### src/rtl/uart_frame_receiver_if.sv
// Frame handshake between the UART frame receiver and its consumer.
// Signals follow the uart_controller i_UART_DATA_TX layout: header byte in [39:32].
interface uart_frame_receiver_if;
  logic [39:0] o_FRAME_DATA;
  logic        o_FRAME_LONG;
  logic        o_FRAME_VALID;
  logic        i_FRAME_READY;

  modport master (
    output o_FRAME_DATA,
    output o_FRAME_LONG,
    output o_FRAME_VALID,
    input  i_FRAME_READY
  );

  modport slave (
    input  o_FRAME_DATA,
    input  o_FRAME_LONG,
    input  o_FRAME_VALID,
    output i_FRAME_READY
  );
endinterface

### src/rtl/uart_frame_receiver.sv
// 8N1 UART deserializer plus tagged sensor-frame reassembly ('A' = 40-bit, 'M'/'a'/'m' = 24-bit).
// Completed frames are held on a valid/ready interface; errors are reported as one-cycle pulses.
module uart_frame_receiver #(
  parameter int unsigned CLKS_PER_BIT = 434,
  parameter int unsigned TIMEOUT_BITS = 20
) (
  input  logic                   i_CLK,
  input  logic                   i_RSTN,
  input  logic                   i_UART_RXD,
  uart_frame_receiver_if.master  frm,
  output logic [3:0]             o_ERR
);

  localparam int unsigned CNT_W     = $clog2(CLKS_PER_BIT);
  localparam int unsigned HALF_BIT  = CLKS_PER_BIT / 2;
  localparam int unsigned GAP_LIMIT = TIMEOUT_BITS * CLKS_PER_BIT;
  localparam int unsigned GAP_W     = $clog2(GAP_LIMIT + 1);

  localparam logic [CNT_W-1:0] BIT_LAST  = CNT_W'(CLKS_PER_BIT - 1);
  localparam logic [CNT_W-1:0] HALF_LAST = CNT_W'(HALF_BIT - 1);
  localparam logic [GAP_W-1:0] GAP_MAX   = GAP_W'(GAP_LIMIT);

  typedef enum logic [2:0] {
    BIT_IDLE,
    BIT_START,
    BIT_DATA,
    BIT_STOP,
    BIT_WAIT_HIGH
  } bit_state_t;

  typedef enum logic {
    FR_HDR,
    FR_BODY
  } fr_state_t;

  // Serial input synchronizer, idles high
  logic rxd_meta;
  logic rxd_sync;
  logic rxd_sync_d;

  always_ff @(posedge i_CLK or negedge i_RSTN) begin
    if (!i_RSTN) begin
      rxd_meta   <= 1'b1;
      rxd_sync   <= 1'b1;
      rxd_sync_d <= 1'b1;
    end else begin
      rxd_meta   <= i_UART_RXD;
      rxd_sync   <= rxd_meta;
      rxd_sync_d <= rxd_sync;
    end
  end

  bit_state_t       bit_state;
  logic [CNT_W-1:0] clk_cnt;
  logic [2:0]       bit_cnt;
  logic [7:0]       shreg;
  logic [7:0]       byte_data;
  logic             byte_strobe;
  logic             frame_err;
  logic             start_det_c;

  assign start_det_c = (bit_state == BIT_IDLE) && rxd_sync_d && !rxd_sync;

  // Bit-level receiver: mid-bit sampling, one strobe per good byte
  always_ff @(posedge i_CLK or negedge i_RSTN) begin
    if (!i_RSTN) begin
      bit_state   <= BIT_IDLE;
      clk_cnt     <= '0;
      bit_cnt     <= '0;
      shreg       <= '0;
      byte_data   <= '0;
      byte_strobe <= 1'b0;
      frame_err   <= 1'b0;
    end else begin
      byte_strobe <= 1'b0;
      frame_err   <= 1'b0;
      case (bit_state)
        BIT_IDLE: begin
          if (start_det_c) begin
            bit_state <= BIT_START;
            clk_cnt   <= '0;
            bit_cnt   <= '0;
          end
        end
        BIT_START: begin
          if (clk_cnt == HALF_LAST) begin
            clk_cnt   <= '0;
            bit_state <= rxd_sync ? BIT_IDLE : BIT_DATA;
          end else begin
            clk_cnt <= clk_cnt + CNT_W'(1);
          end
        end
        BIT_DATA: begin
          if (clk_cnt == BIT_LAST) begin
            clk_cnt <= '0;
            shreg   <= {rxd_sync, shreg[7:1]};
            bit_cnt <= bit_cnt + 3'd1;
            if (bit_cnt == 3'd7) begin
              bit_state <= BIT_STOP;
            end
          end else begin
            clk_cnt <= clk_cnt + CNT_W'(1);
          end
        end
        BIT_STOP: begin
          if (clk_cnt == BIT_LAST) begin
            clk_cnt <= '0;
            if (rxd_sync) begin
              byte_strobe <= 1'b1;
              byte_data   <= shreg;
              bit_state   <= BIT_IDLE;
            end else begin
              frame_err <= 1'b1;
              bit_state <= BIT_WAIT_HIGH;
            end
          end else begin
            clk_cnt <= clk_cnt + CNT_W'(1);
          end
        end
        BIT_WAIT_HIGH: begin
          if (rxd_sync) begin
            bit_state <= BIT_IDLE;
          end
        end
        default: bit_state <= BIT_IDLE;
      endcase
    end
  end

  fr_state_t        fr_state;
  logic [39:0]      buf_q;
  logic [2:0]       byte_cnt;
  logic             len_long;
  logic [GAP_W-1:0] gap_cnt;

  logic [39:0] buf_next_c;
  logic [39:0] frame_c;
  logic        hdr_ok_c;
  logic        hdr_err_c;
  logic        last_c;
  logic        complete_c;
  logic        tmo_c;
  logic        ovr_c;

  // Byte placement, completion and error decode for the frame assembler
  always_comb begin
    buf_next_c = buf_q;
    case (byte_cnt)
      3'd1:    buf_next_c[31:24] = byte_data;
      3'd2:    buf_next_c[23:16] = byte_data;
      3'd3:    buf_next_c[15:8]  = byte_data;
      3'd4:    buf_next_c[7:0]   = byte_data;
      default: buf_next_c = buf_q;
    endcase
    frame_c = buf_next_c;
    if (!len_long) begin
      frame_c[15:0] = 16'h0000;
    end
    hdr_ok_c   = (byte_data == 8'h41) || (byte_data == 8'h4D) ||
                 (byte_data == 8'h61) || (byte_data == 8'h6D);
    hdr_err_c  = (fr_state == FR_HDR) && byte_strobe && !hdr_ok_c;
    last_c     = (byte_cnt + 3'd1) == (len_long ? 3'd5 : 3'd3);
    complete_c = (fr_state == FR_BODY) && byte_strobe && last_c;
    tmo_c      = (fr_state == FR_BODY) && (gap_cnt == GAP_MAX) && !byte_strobe && !frame_err;
    ovr_c      = complete_c && frm.o_FRAME_VALID && !frm.i_FRAME_READY;
  end

  // Frame assembler, inter-byte timeout and output holding register
  always_ff @(posedge i_CLK or negedge i_RSTN) begin
    if (!i_RSTN) begin
      fr_state          <= FR_HDR;
      buf_q             <= '0;
      byte_cnt          <= '0;
      len_long          <= 1'b0;
      gap_cnt           <= '0;
      o_ERR             <= '0;
      frm.o_FRAME_DATA  <= '0;
      frm.o_FRAME_LONG  <= 1'b0;
      frm.o_FRAME_VALID <= 1'b0;
    end else begin
      o_ERR <= {ovr_c, tmo_c, hdr_err_c, frame_err};
      case (fr_state)
        FR_HDR: begin
          gap_cnt <= '0;
          if (byte_strobe && hdr_ok_c) begin
            buf_q    <= {byte_data, 32'h0000_0000};
            byte_cnt <= 3'd1;
            len_long <= (byte_data == 8'h41);
            fr_state <= FR_BODY;
          end
        end
        FR_BODY: begin
          if (byte_strobe || start_det_c) begin
            gap_cnt <= '0;
          end else if (gap_cnt != GAP_MAX) begin
            gap_cnt <= gap_cnt + GAP_W'(1);
          end
          if (frame_err || tmo_c || (byte_strobe && last_c)) begin
            fr_state <= FR_HDR;
            byte_cnt <= '0;
            buf_q    <= '0;
          end else if (byte_strobe) begin
            buf_q    <= buf_next_c;
            byte_cnt <= byte_cnt + 3'd1;
          end
        end
        default: fr_state <= FR_HDR;
      endcase

      // A completion during acceptance replaces the frame; otherwise it is an overrun
      if (complete_c && !ovr_c) begin
        frm.o_FRAME_DATA  <= frame_c;
        frm.o_FRAME_LONG  <= len_long;
        frm.o_FRAME_VALID <= 1'b1;
      end else if (frm.o_FRAME_VALID && frm.i_FRAME_READY) begin
        frm.o_FRAME_VALID <= 1'b0;
      end
    end
  end

endmodule
### src/flat_wrapper.sv
// flat-port wrapper written by rule: the top's interface ports become plain ports
module uart_frame_receiver_flat 
#(
  parameter int unsigned CLKS_PER_BIT = 434,
  parameter int unsigned TIMEOUT_BITS = 20
)
  (i_CLK, i_RSTN, i_UART_RXD, o_ERR, frm_o_FRAME_DATA, frm_o_FRAME_LONG, frm_o_FRAME_VALID, frm_i_FRAME_READY);
  uart_frame_receiver_if frm_i ();
  input  logic i_CLK;
  input  logic i_RSTN;
  input  logic i_UART_RXD;
  output logic [3:0] o_ERR;
  output wire logic [$bits(frm_i.o_FRAME_DATA)-1:0] frm_o_FRAME_DATA;
  output wire logic [$bits(frm_i.o_FRAME_LONG)-1:0] frm_o_FRAME_LONG;
  output wire logic [$bits(frm_i.o_FRAME_VALID)-1:0] frm_o_FRAME_VALID;
  input wire logic [$bits(frm_i.i_FRAME_READY)-1:0] frm_i_FRAME_READY;
  assign frm_o_FRAME_DATA = frm_i.o_FRAME_DATA;
  assign frm_o_FRAME_LONG = frm_i.o_FRAME_LONG;
  assign frm_o_FRAME_VALID = frm_i.o_FRAME_VALID;
  assign frm_i.i_FRAME_READY = frm_i_FRAME_READY;
  uart_frame_receiver #(.CLKS_PER_BIT(CLKS_PER_BIT), .TIMEOUT_BITS(TIMEOUT_BITS)) u_core (.i_CLK(i_CLK), .i_RSTN(i_RSTN), .i_UART_RXD(i_UART_RXD), .frm(frm_i), .o_ERR(o_ERR));
endmodule
### config.mk
export PLATFORM = sky130hd
export DESIGN_NAME = uart_frame_receiver_flat
export DESIGN_NICKNAME = d
export VERILOG_FILES = /design/src/rtl/uart_frame_receiver_if.sv /design/src/rtl/uart_frame_receiver.sv /design/src/flat_wrapper.sv
export SDC_FILE = /design/constraint.sdc
export NUM_CORES = 1
export LEC_CHECK = 0
export CAP_MARGIN = 20
export CORE_MARGIN = 2
export CORE_UTILIZATION = 30
export CTS_BUF_LIST = sky130_fd_sc_hd__clkbuf_4
export CTS_CLUSTER_DIAMETER = 120
export CTS_CLUSTER_SIZE = 25
export DETAILED_ROUTE_END_ITERATION = 8
export REMOVE_ABC_BUFFERS = 1
export SKIP_LAST_GASP = 1
export SYNTH_ARGS = -nofsm -noshare
export SYNTH_HDL_FRONTEND = slang
export SYNTH_SLANG_ARGS = --single-unit
### constraint.sdc
create_clock -name i_CLK -period 3 [get_ports i_CLK]
set_input_delay 0.6 -clock i_CLK [delete_from_list [all_inputs] [get_ports i_CLK]]
set_output_delay 0.6 -clock i_CLK [all_outputs]
set_load 0.05 [all_outputs]
Yosys cells after proc, flatten, opt, wreduce, memory -nomap -nowiden --
Cells that the tools add are included.
Word-level totals: register bits after elaboration 141, input bits 4, word-level logic and storage cells 137
Cells by class: $add $sub $neg 4, equal/unequal tests 28, multiplexer cells 44, bitwise gates (word level) 1, reductions and logical operators 40
Operator list (count):
- $mux W40 | 2
- $pmux W40 S2 | 1
- $mux W3 | 13
- $eq A8 B7 Y1 const B | 4
- $mux W32 | 1
- $mux W8 | 4
- $mux W14 | 2
- $pmux W14 S2 | 1
- $mux W9 | 3
- $pmux W9 S3 | 1
- $mux W16 | 1
- $logic_and A1 B1 Y1 | 15
- $pmux W3 S5 | 1
- $add A14 B1 Y14 const B | 1
- $eq A14 B14 Y1 const B | 1
- $ne A14 B14 Y1 const B | 1
- $eq A3 B2 Y1 const B | 4
- $ne A2 B1 Y1 const B | 6
- $pmux W3 S2 | 2
- $mux W1 | 10
- $reduce_and A2 Y1 | 5
- $add A9 B1 Y9 const B | 1
- $eq A3 B3 Y1 const B | 3
- $eq A9 B8 Y1 const B | 1
- other kinds (18) | 33

Depth between registers and ports, before layout --
Gate-level depths: netlist of run 1.
depth after elaboration 8, depth in mapped cells 8, gate-level depth less buffers 6

Least setup slack after synthesis of run 1 --
No wires, ideal clock.
path type reg-to-reg, from reg u_core.byte_cnt[0], to reg u_core.frm.o_FRAME_DATA[16], library setup time 0.125 ns, data arrival time 2.067 ns, slack 0.808 ns, cell stages (with the launch flop) 7, buffers on the path 1, cell sequence dfrtp_1 -> ha_1 -> ha_1 -> and3b_1 -> o2111ai_1 -> buf_2 -> mux2_2
On the way: cells in the longest elaborated chain, start to end 7, elaborated cells between the ends (all ways) 9, those cells by class 1 x add/sub; 2 x eq/ne; 1 x mux; 5 x reduce/logical
RTL lines:
- start: declaration | line uart_frame_receiver.sv:132 | logic [2:0] byte_cnt;
- start signal: assignment | line uart_frame_receiver.sv:204 | byte_cnt <= byte_cnt + 3'd1;
- $add A3 B1 Y3 | line uart_frame_receiver.sv:162 | last_c = (byte_cnt + 3'd1) == (len_long ? 3'd5 : 3'd3);
- $eq A3 B3 Y1 | line uart_frame_receiver.sv:162
- $logic_and A1 B1 Y1 | line uart_frame_receiver.sv:163 | complete_c = (fr_state == FR_BODY) && byte_strobe && last_c;
- $logic_and A1 B1 Y1 (2 in series) | line uart_frame_receiver.sv:165 | ovr_c = complete_c && frm.o_FRAME_VALID && !frm.i_FRAME_READY;
- $logic_not A1 Y1 | line uart_frame_receiver.sv:211 | if (complete_c && !ovr_c) begin
- $logic_and A1 B1 Y1 | line uart_frame_receiver.sv:211
- end signal: assignment | line uart_frame_receiver.sv:212 | frm.o_FRAME_DATA <= frame_c;
- end: declaration | line uart_frame_receiver_if.sv:10 | output o_FRAME_DATA,
Parallel ways exist; a longest one is shown, timed or not. A chain may end at the register's enable or synchronous reset.

Final worst setup path of run 1 --
from reg u_core.frm.o_FRAME_DATA[32], to out frm_o_FRAME_DATA[32]
RTL lines:
- end: declaration | line flat_wrapper.sv:13 | output wire logic [$bits(frm_i.o_FRAME_DATA)-1:0] frm_o_FRAME_DATA;
No word-level cell between the ends.

==> impl_metrics.json, run 1 <==
{
  "wire_per_inst_microns": 15.47,
  "synth-seq-area-share": 0.5555,
  "rows": 53,
  "yosysTopAreaCell": "dfrtp_1",
  "max_stage_delay_ns": 0.84,
  "max_slew.worst_pin.slew_ns": 0.7454,
  "gr-total-overflow": 0,
  "slew-limit-headroom": 0.5026,
  "synth_commonest_cells": "dfrtp_1, nand2_1, mux2_2, nor2_1",
  "antenna_left": 0,
  "rr_worst_depth": 6,
  "cp-start-kind": "register",
  "cp_num_cells": 1,
  "synth_warnings": 0,
  "die_height_microns": 149.6,
  "grt.total_usage": 0.1309,
  "drt_iter0_drc": 323,
  "max_freq_mhz": 413.3,
  "synthTopCellsByArea": "dfrtp_1, mux2_2, a32o_1, nand2_1, ha_1",
  "finalWirelength_microns": 13670,
  "postCtsResizedCells": 0,
  "gp_congestion": 0.7793,
  "cp_max_fo": 2,
  "swShare": 0.2648,
  "whs_ns": 0.3640,
  "crit_slowest_cell": "clkdlybuf4s50_1",
  "critPathKind": "register to output pin",
  "layout.nets": 611,
  "p_per_area_mw_per_mm2": 488.3,
  "async_reset_ff_frac": 1.000,
  "finalCriticalPeriod_ns": 2.419,
  "arrival_ns": 1.82,
  "setup_viol": 0,
  "seqPwrFrac": 0.546,
  "irDropWorstVdd_mv": 0.1831,
  "ys_seq_elements": 141,
  "critPathCaptureType": "output pin",
  "cts_buffer_depth": 2,
  "htreeDepth": 4,
  "nFillCells": 2024,
  "synth-main-ff-cell": "dfrtp_1",
  "cp_num_buf_inv": 1,
  "clkTransAtPathRegs_ns": 0.12,
  "drv_slew": 0,
  "grt_antenna_before_repair": 1,
  "finalClockSkew_ns": 0.01571,
  "cts_inserted_buffers": 17,
  "synth_cell_types": 64,
  "ios": 50,
  "start_util": 0.3044,
  "path_delay_family": "buffers and inverters",
  "drt-pass1-iter-count": 5,
  "synthToLayoutAreaGrowth_pct": 19.24,
  "portBuffers": 49,
  "drive_gt1_frac": 0.1891,
  "fp.dieW_microns": 149.6,
  "hold_viol": 0,
  "crit_required_ns": 2.40,
  "syn_area_sq_mm": 0.006359,
  "drt-vias-per-instance": 4.968,
  "hp-class": "register to register",
  "min_period_over_period": 0.8065,
  "cts-root-buf": "clkbuf_4",
  "fin_tns_setup_ns": 0,
  "clock_latency_ns": 0.56,
  "power.total_uw": 3703,
  "whs_path_depth": 0,
  "dr_total_vias": 4392,
  "synth.top_cell.area_share": 0.5431,
  "grt_pass1_wl_microns": 23050,
  "grt_start_max_net_pins": 62,
  "dpl.hpwl_microns": 9430,
  "maxCapViolations": 0,
  "core-area_sq_mm": 0.02089,
  "yosys.cell_count.top_type": "dfrtp_1",
  "power.switching_uw": 980.6,
  "syn_inst": 537,
  "regArea_sq_mm": 0.003532,
  "leakage_uw": 0.003285,
  "cts_tree": "built",
  "fin_util": 0.3630,
  "cts.sink_count": 141,
  "multi_input_area_sq_mm": 0.002666,
  "grt_pass1_vias": 4565,
  "combPwrFrac": 0.083,
  "synth_edf_count": 0,
  "p_int_uw": 2722,
  "dieArea_sq_mm": 0.02238,
  "outcome": "finished clean",
  "syn_area_per_cell_sq_um": 11.84,
  "drcViolationCount": 0,
  "cp_cell_sequence": "clkdlybuf4s50_1",
  "rsz0062_at_grt": "no",
  "pwr-share-clk": 0.371
}
per-stage QoR:
| stage | instances | instance area (sq um) | setup slack [ns] |
|---|---|---|---|
| 3_3_place_gp | 849 | 7214 | 0.7153 |
| 5_1_grt | 884 | 7582 | 0.3971 |
| 6_report | 884 | 7582 | 0.5806 |
| 3_5_place_dp | 849 | 7214 | 0.6819 |
| 4_1_cts | 882 | 7552 | 0.5266 |
| 2_1_floorplan | 515 | 6248 | -1.107 |
logic make-up (layout without fill, tap and decap cells):
family | count (synthesis) | after routing | synth area share
xor gates and xnor gates | 13 | 13 | 0.01791
other | 0 | 1 | 0
and+or+nand+nor | 152 | 152 | 0.1257
adders and majority gates | 12 | 12 | 0.02361
buffers and inverters | 40 | 111 | 0.02794
AOI/OAI and AO/OA | 115 | 115 | 0.1334
muxes | 64 | 64 | 0.1159
DFF | 141 | 141 | 0.5555
final timing paths:
path	end	slack, ns	startpoint
min in group asynchronous	u_core.clk_cnt[6]	0.54	i_RSTN
min	u_core.rxd_sync	0.36	u_core.rxd_meta
max in group asynchronous	u_core.buf_q[7]	1.59	i_RSTN
max reg2reg	u_core.buf_q[12]	0.63	u_core.byte_cnt[0]
min reg2reg	u_core.rxd_sync	0.36	u_core.rxd_meta
max	frm_o_FRAME_DATA[32]	0.58	u_core.frm.o_FRAME_DATA[32]
per-layer routing:
metal,track usage,wire [microns]
met2,0.2080,6435
met5,0,0
met4,0.05048,260
met1,0.1687,6325
met3,0.03811,651
power by group through the flow:
stage / sequential, uW / clock, uW / combinational [uW]
final: 2020 / 1370 / 306
after global routing: 2040 / 1510 / 357
after CTS: 2020 / 1420 / 311
after detailed placement: 2060 / 0 / 308
after global placement: 2060 / 0 / 300
after floorplan: 2040 / 0 / 202
registers in the layout, indices dropped and copies added (netlist names):
name                      flops
u_core.byte_strobe            1
u_core.frm.o_FRAME_DATA      40
u_core.frm.o_FRAME_VALID      1
u_core.clk_cnt                9
u_core.gap_cnt               14
u_core.bit_state              3
u_core.len_long               1
u_core.bit_cnt                3
u_core.byte_data              8
u_core.frm.o_FRAME_LONG       1
u_core.shreg                  8
u_core.fr_state               1
u_core.frame_err              1
u_core.rxd_sync_d             1
u_core.byte_cnt               3
u_core.o_ERR                  4
u_core.rxd_meta               1
u_core.buf_q                 40
u_core.rxd_sync               1
layout by cell type (no fill, tap or decap), types with 9 or more instances in the layout:
| master | count |
|---|---|
| a21oi_1 | 16 |
| a32o_1 | 25 |
| clkbuf_4 | 18 |
| clkdlybuf4s50_1 | 48 |
| dfrtp_1 | 138 |
| ha_1 | 12 |
| inv_1 | 17 |
| mux2_2 | 49 |
| nand2_1 | 55 |
| nand3_1 | 13 |
| nor2_1 | 26 |
| o21ai_0 | 25 |
| o2bb2ai_1 | 9 |
| o31ai_1 | 10 |
area by class of cell:
type | instances | share of cell area
Sequential cell | 141 | 0.4658
Timing Repair Buffer | 61 | 0.08465
Clock buffer | 18 | 0.01782
Multi-Input combinational cell | 356 | 0.3517
Tap cell | 275 | 0.04538
Clock inverter | 14 | 0.02541
Antenna cell | 1 | 0.0003300
Inverter | 18 | 0.008911
timing repair:
| action | 4_1_cts | 5_1_grt |
|---|---|---|
| endpoints found under the setup margin | 0 | 0 |
| hold endpoints to repair | 46 | 0 |
| buffers inserted | 0 | 0 |
| hold buffers | 1 | 0 |
No activity file was read; power rests on OpenSTA's default activity.
==> run 2: changes to the inputs <==
- clock period: 3 -> 2.2 ns (I/O delays scaled with it)
==> impl_metrics.json, run 2 (synthesis results as in run 1) <==
{
  "layout.nets": 629,
  "cts_inserted_buffers": 17,
  "grt_antenna_before_repair": 1,
  "crit_required_ns": 2.62,
  "grt.total_usage": 0.1335,
  "critPathCaptureType": "register",
  "rsz0062_at_grt": "yes",
  "gr-total-overflow": 0,
  "layoutNonFillerInstCount": 901,
  "grt_pass1_vias": 4672,
  "drt-pass1-iter-count": 4,
  "hold_viol": 0,
  "fin_tns_setup_ns": 0,
  "drt_iter0_drc": 311,
  "drv_slew": 0,
  "final_common_cell": "dfrtp_1",
  "grt_pass1_wl_microns": 23480,
  "p_per_area_mw_per_mm2": 657.1,
  "drcViolationCount": 0,
  "dr_total_vias": 4482,
  "power.total_uw": 5075,
  "design_area_sq_mm": 0.007722,
  "finalClockSkew_ns": 0.02190,
  "cts-root-buf": "clkbuf_4",
  "cp_max_fo": 11,
  "dieArea_sq_mm": 0.02238,
  "met1_usage": 0.1689,
  "irDropWorstVdd_mv": 0.2542,
  "htreeDepth": 4,
  "min_period_over_period": 0.9711,
  "grt_start_max_net_pins": 57,
  "core-area_sq_mm": 0.02089,
  "finalCriticalPeriod_ns": 2.137,
  "wire_per_inst_microns": 15.57,
  "fp.dieW_microns": 149.6,
  "die_height_microns": 149.6,
  "max_slew.worst_pin.slew_ns": 0.5366,
  "grt.busiest_layer": "met2",
  "mostFrequentLayoutCells": "dfrtp_1, nand2_1, mux2_2",
  "cts_buffer_depth": 2,
  "dpl.hpwl_microns": 9780,
  "hp-class": "input pin to register",
  "cts_tree": "built",
  "start_util": 0.3044,
  "fin_util": 0.3697,
  "clock_latency_ns": 0.55,
  "dp.cells": 864,
  "reg_top3": "u_core.buf_q: 40 flops, u_core.frm.o_FRAME_DATA: 40 flops, u_core.gap_cnt: 14 flops",
  "max_freq_mhz": 468.0,
  "drive_gt1_frac": 0.2192,
  "antenna_left": 0,
  "rr_worst_depth": 7,
  "use_met2": 0.2154,
  "arrival_ns": 2.56,
  "ios": 50,
  "post_dp_cell_area_sq_mm": 0.007340,
  "use_met3": 0.03384,
  "clkTransAtPathRegs_ns": 0.13,
  "outcome": "finished clean",
  "slew-limit-headroom": 0.6423,
  "leakage_uw": 0.003622,
  "rows": 53,
  "cp-start-kind": "register",
  "setup_viol": 0,
  "drt-vias-per-instance": 4.974,
  "whs_path_depth": 1,
  "maxCapViolations": 0,
  "gp_congestion": 0.7966,
  "synthToLayoutAreaGrowth_pct": 21.45,
  "critPathKind": "register to register",
  "portBuffers": 49,
  "finalWirelength_microns": 14030,
  "cts.sink_count": 141
}
==> run 2: per-layer routing <==
metal / up-vias / share of wire
met2: 104 / 0.48
li1: 2129 / -
met1: 2223 / 0.46
met5: - / 0
met3: 26 / 0.043
met4: 0 / 0.020
==> run 2: cell type report <==
cell class,count,area (sq um)
Antenna cell,1,2.502
Clock buffer,17,127.6
Clock inverter,14,190.2
Fill cell,2054,13170
Inverter,18,67.56
Multi-Input combinational cell,356,2703
Sequential cell,141,3532
Tap cell,275,344.1
Timing Repair Buffer,79,755.7
==> run 2: path summary, 6_finish.rpt <==
kind / startpoint / endpoint / slack, ns
setup / recovery: u_core.byte_cnt[0] / u_core.frm.o_FRAME_DATA[39] / 0.06
max in group asynchronous: i_RSTN / u_core.frm.o_FRAME_DATA[39] / 1.06
min in group asynchronous: i_RSTN / u_core.clk_cnt[6] / 0.40
setup reg to reg: u_core.byte_cnt[0] / u_core.frm.o_FRAME_DATA[39] / 0.06
hold reg to reg: u_core.rxd_meta / u_core.rxd_sync / 0.37
hold / removal: i_UART_RXD / u_core.rxd_meta / 0.28
==> run 2: critical path, cell delays in order, from the launching register on <==
cell and delay [ns]:
dfrtp_1 0.44, ha_1 0.25, ha_4 0.23, and3b_2 0.23, o2111ai_4 0.22, buf_12 0.15
buf_6 0.14, mux2_2 0.34
==> run 2: timing repair <==
item	in CTS	in global routing
gates cloned	0	1
endpoints found under the hold margin	52	0
setup endpoints to repair	51	61
buffers inserted	0	3
pin swaps	0	2
resized for setup	46	6
hold buffers	1	0
==> run 2: stage by stage <==
step	hold WS, ns	worst slack (ns)
2_1_floorplan	0.1444	-1.907
3_3_place_gp	0.3463	0.09176
3_5_place_dp	0.3472	0.001086
4_1_cts	0.2339	-0.008774
5_1_grt	0.2385	-0.0006906
6_report	0.2827	0.06347
==> run 2: where the power goes <==
part | leakage [uW] | total [uW] | internal, uW | switching (uW)
combinational | 0.00151 | 449 | 154 | 295
sequential | 0.00195 | 2750 | 2650 | 97.3
clock | 0.000162 | 1870 | 899 | 975
==> run 3: changes to the inputs <==
- CORE_UTILIZATION: 30 -> 40
==> impl_metrics.json, run 3 (synthesis results as in run 1) <==
{
  "max_slew.worst_pin.slew_ns": 0.5358,
  "finalCriticalPeriod_ns": 2.170,
  "dpl.hpwl_microns": 9281,
  "max_stage_delay_ns": 0.40,
  "reg2reg_slack_ns": 0.03,
  "reg_top3": "u_core.buf_q: 40 flops, u_core.frm.o_FRAME_DATA: 40 flops, u_core.gap_cnt: 14 flops",
  "dr_total_vias": 4460,
  "cts-root-buf": "clkbuf_4",
  "critPathCaptureType": "register",
  "cts_buffer_depth": 2,
  "leakage_uw": 0.003921,
  "grt_start_max_net_pins": 69,
  "ios": 50,
  "irDropWorstVdd_mv": 0.4274,
  "power.total_uw": 4952,
  "rsz0062_at_grt": "yes",
  "cp_cell_sequence": "buf_4 -> inv_1 -> ha_1 -> and3b_2 -> o2111ai_4 -> buf_12 -> mux2_2",
  "fin_tns_setup_ns": 0,
  "outcome": "finished clean",
  "whs_ns": 0.2850,
  "crit_slowest_cell": "dfrtp_1",
  "hold_viol": 0,
  "antenna_left": 0,
  "grt_pass1_vias": 4446,
  "drive_gt1_frac": 0.2242,
  "grt_antenna_before_repair": 1,
  "start_util": 0.4047,
  "mostFrequentLayoutCells": "dfrtp_1, nand2_1, mux2_2",
  "drcViolationCount": 0,
  "cts_inserted_buffers": 17,
  "drv_slew": 0,
  "fp.dieW_microns": 130.1,
  "use_met2": 0.2646,
  "drt-pass1-iter-count": 4,
  "cp-start-kind": "register",
  "grt_pass1_wl_microns": 22430,
  "rows": 46,
  "cp_num_buf_inv": 3,
  "gp_congestion": 0.8902,
  "die_height_microns": 130.1,
  "critPathKind": "register to register",
  "wire_per_inst_microns": 16.15,
  "htreeDepth": 4,
  "dp.cells": 808,
  "finalWirelength_microns": 13660,
  "max_freq_mhz": 460.8,
  "hp-class": "input pin to register",
  "drt-vias-per-instance": 5.272,
  "cts_tree": "built",
  "cp_max_fo": 14,
  "arrival_ns": 2.62,
  "crit_required_ns": 2.65,
  "maxCapViolations": 0,
  "use_met3": 0.03731,
  "portBuffers": 49,
  "final_common_cell": "dfrtp_1",
  "path_delay_family": "buffers and inverters",
  "min_period_over_period": 0.9865,
  "met1_usage": 0.2375,
  "fin_util": 0.4912,
  "layout.nets": 632,
  "setup_viol": 0,
  "grt.busiest_layer": "met2",
  "synthToLayoutAreaGrowth_pct": 21.37,
  "layoutNonFillerInstCount": 846,
  "slew-limit-headroom": 0.6415,
  "gr-total-overflow": 0,
  "cts.sink_count": 141,
  "core-area_sq_mm": 0.01571,
  "finalClockSkew_ns": 0.01225,
  "dieArea_sq_mm": 0.01692,
  "p_per_area_mw_per_mm2": 641.7,
  "grt.total_usage": 0.1724,
  "clkTransAtPathRegs_ns": 0.12,
  "clock_latency_ns": 0.55,
  "drt_iter0_drc": 244
}
## run 3: changes by cell type in the layout (fill, tap and decap cells not counted), moves of 2 or more
cell	before	now
clkinv_1	4	2
dlygate4sd2_1	42	24
clkbuf_4	17	20
buf_4	22	24
clkinv_2	0	4
clkdlybuf4s50_1	4	2
inv_6	4	1
dlymetal6s2s_1	2	22
## run 3: worst register-to-register path, cell delays in order (launching register included)
cell	delay [ns]
dfrtp_1	0.40
buf_4	0.14
inv_1	0.08
ha_1	0.27
and3b_2	0.27
o2111ai_4	0.35
buf_12	0.20
mux2_2	0.35
## run 3: area by class of cell
| class | instances | area, sq um |
|---|---|---|
| fill | 1386 | 7995 |
| multi-input combinational | 356 | 2690 |
| timing repair buffer | 82 | 859.6 |
| tap | 216 | 270.3 |
| inverter | 18 | 67.56 |
| clock inverter | 12 | 145.1 |
| clock buffer | 20 | 150.1 |
| antenna | 1 | 2.502 |
| sequential | 141 | 3532 |
## run 3: power breakdown
group / total, uW / internal [uW] / switching [uW]
sequential: 2740 / 2650 / 90.6
clock: 1740 / 816 / 923
combinational: 469 / 162 / 307
## run 3: repair_timing
item	4_1_cts	5_1_grt
hold endpoints to repair	36	0
pin swaps	0	2
resized for setup	24	29
setup endpoints to repair	24	76
buffers inserted	0	2
hold buffers	1	0
cloned	0	2
## run 3: per-layer routing
layer,vias up,wire (microns)
met4,0,253
li1,2124,-
met3,23,541
met1,2226,6282
met5,-,0
met2,87,6583
## run 3: path summary, 6_finish.rpt
kind / startpoint / endpoint / cells past startpoint
max: u_core.byte_cnt[1] / u_core.frm.o_FRAME_DATA[29] / 7
min: i_UART_RXD / u_core.rxd_meta / 1
max reg2reg: u_core.byte_cnt[1] / u_core.frm.o_FRAME_DATA[29] / 7
min reg2reg: u_core.rxd_meta / u_core.rxd_sync / 0
max in group asynchronous: i_RSTN / u_core.frm.o_FRAME_DATA[31] / 3
min in group asynchronous: i_RSTN / u_core.frm.o_FRAME_DATA[2] / 2
## run 3: per-stage QoR
| stage | cell area, sq um | setup slack, ns |
|---|---|---|
| final | 7717 | 0.02979 |
| after global routing | 7717 | -0.01762 |
| after CTS | 7564 | 0.0001291 |
| after detailed placement | 7288 | 0.03902 |
| after global placement | 7288 | 0.09647 |
| after floorplan | 6248 | -1.907 |
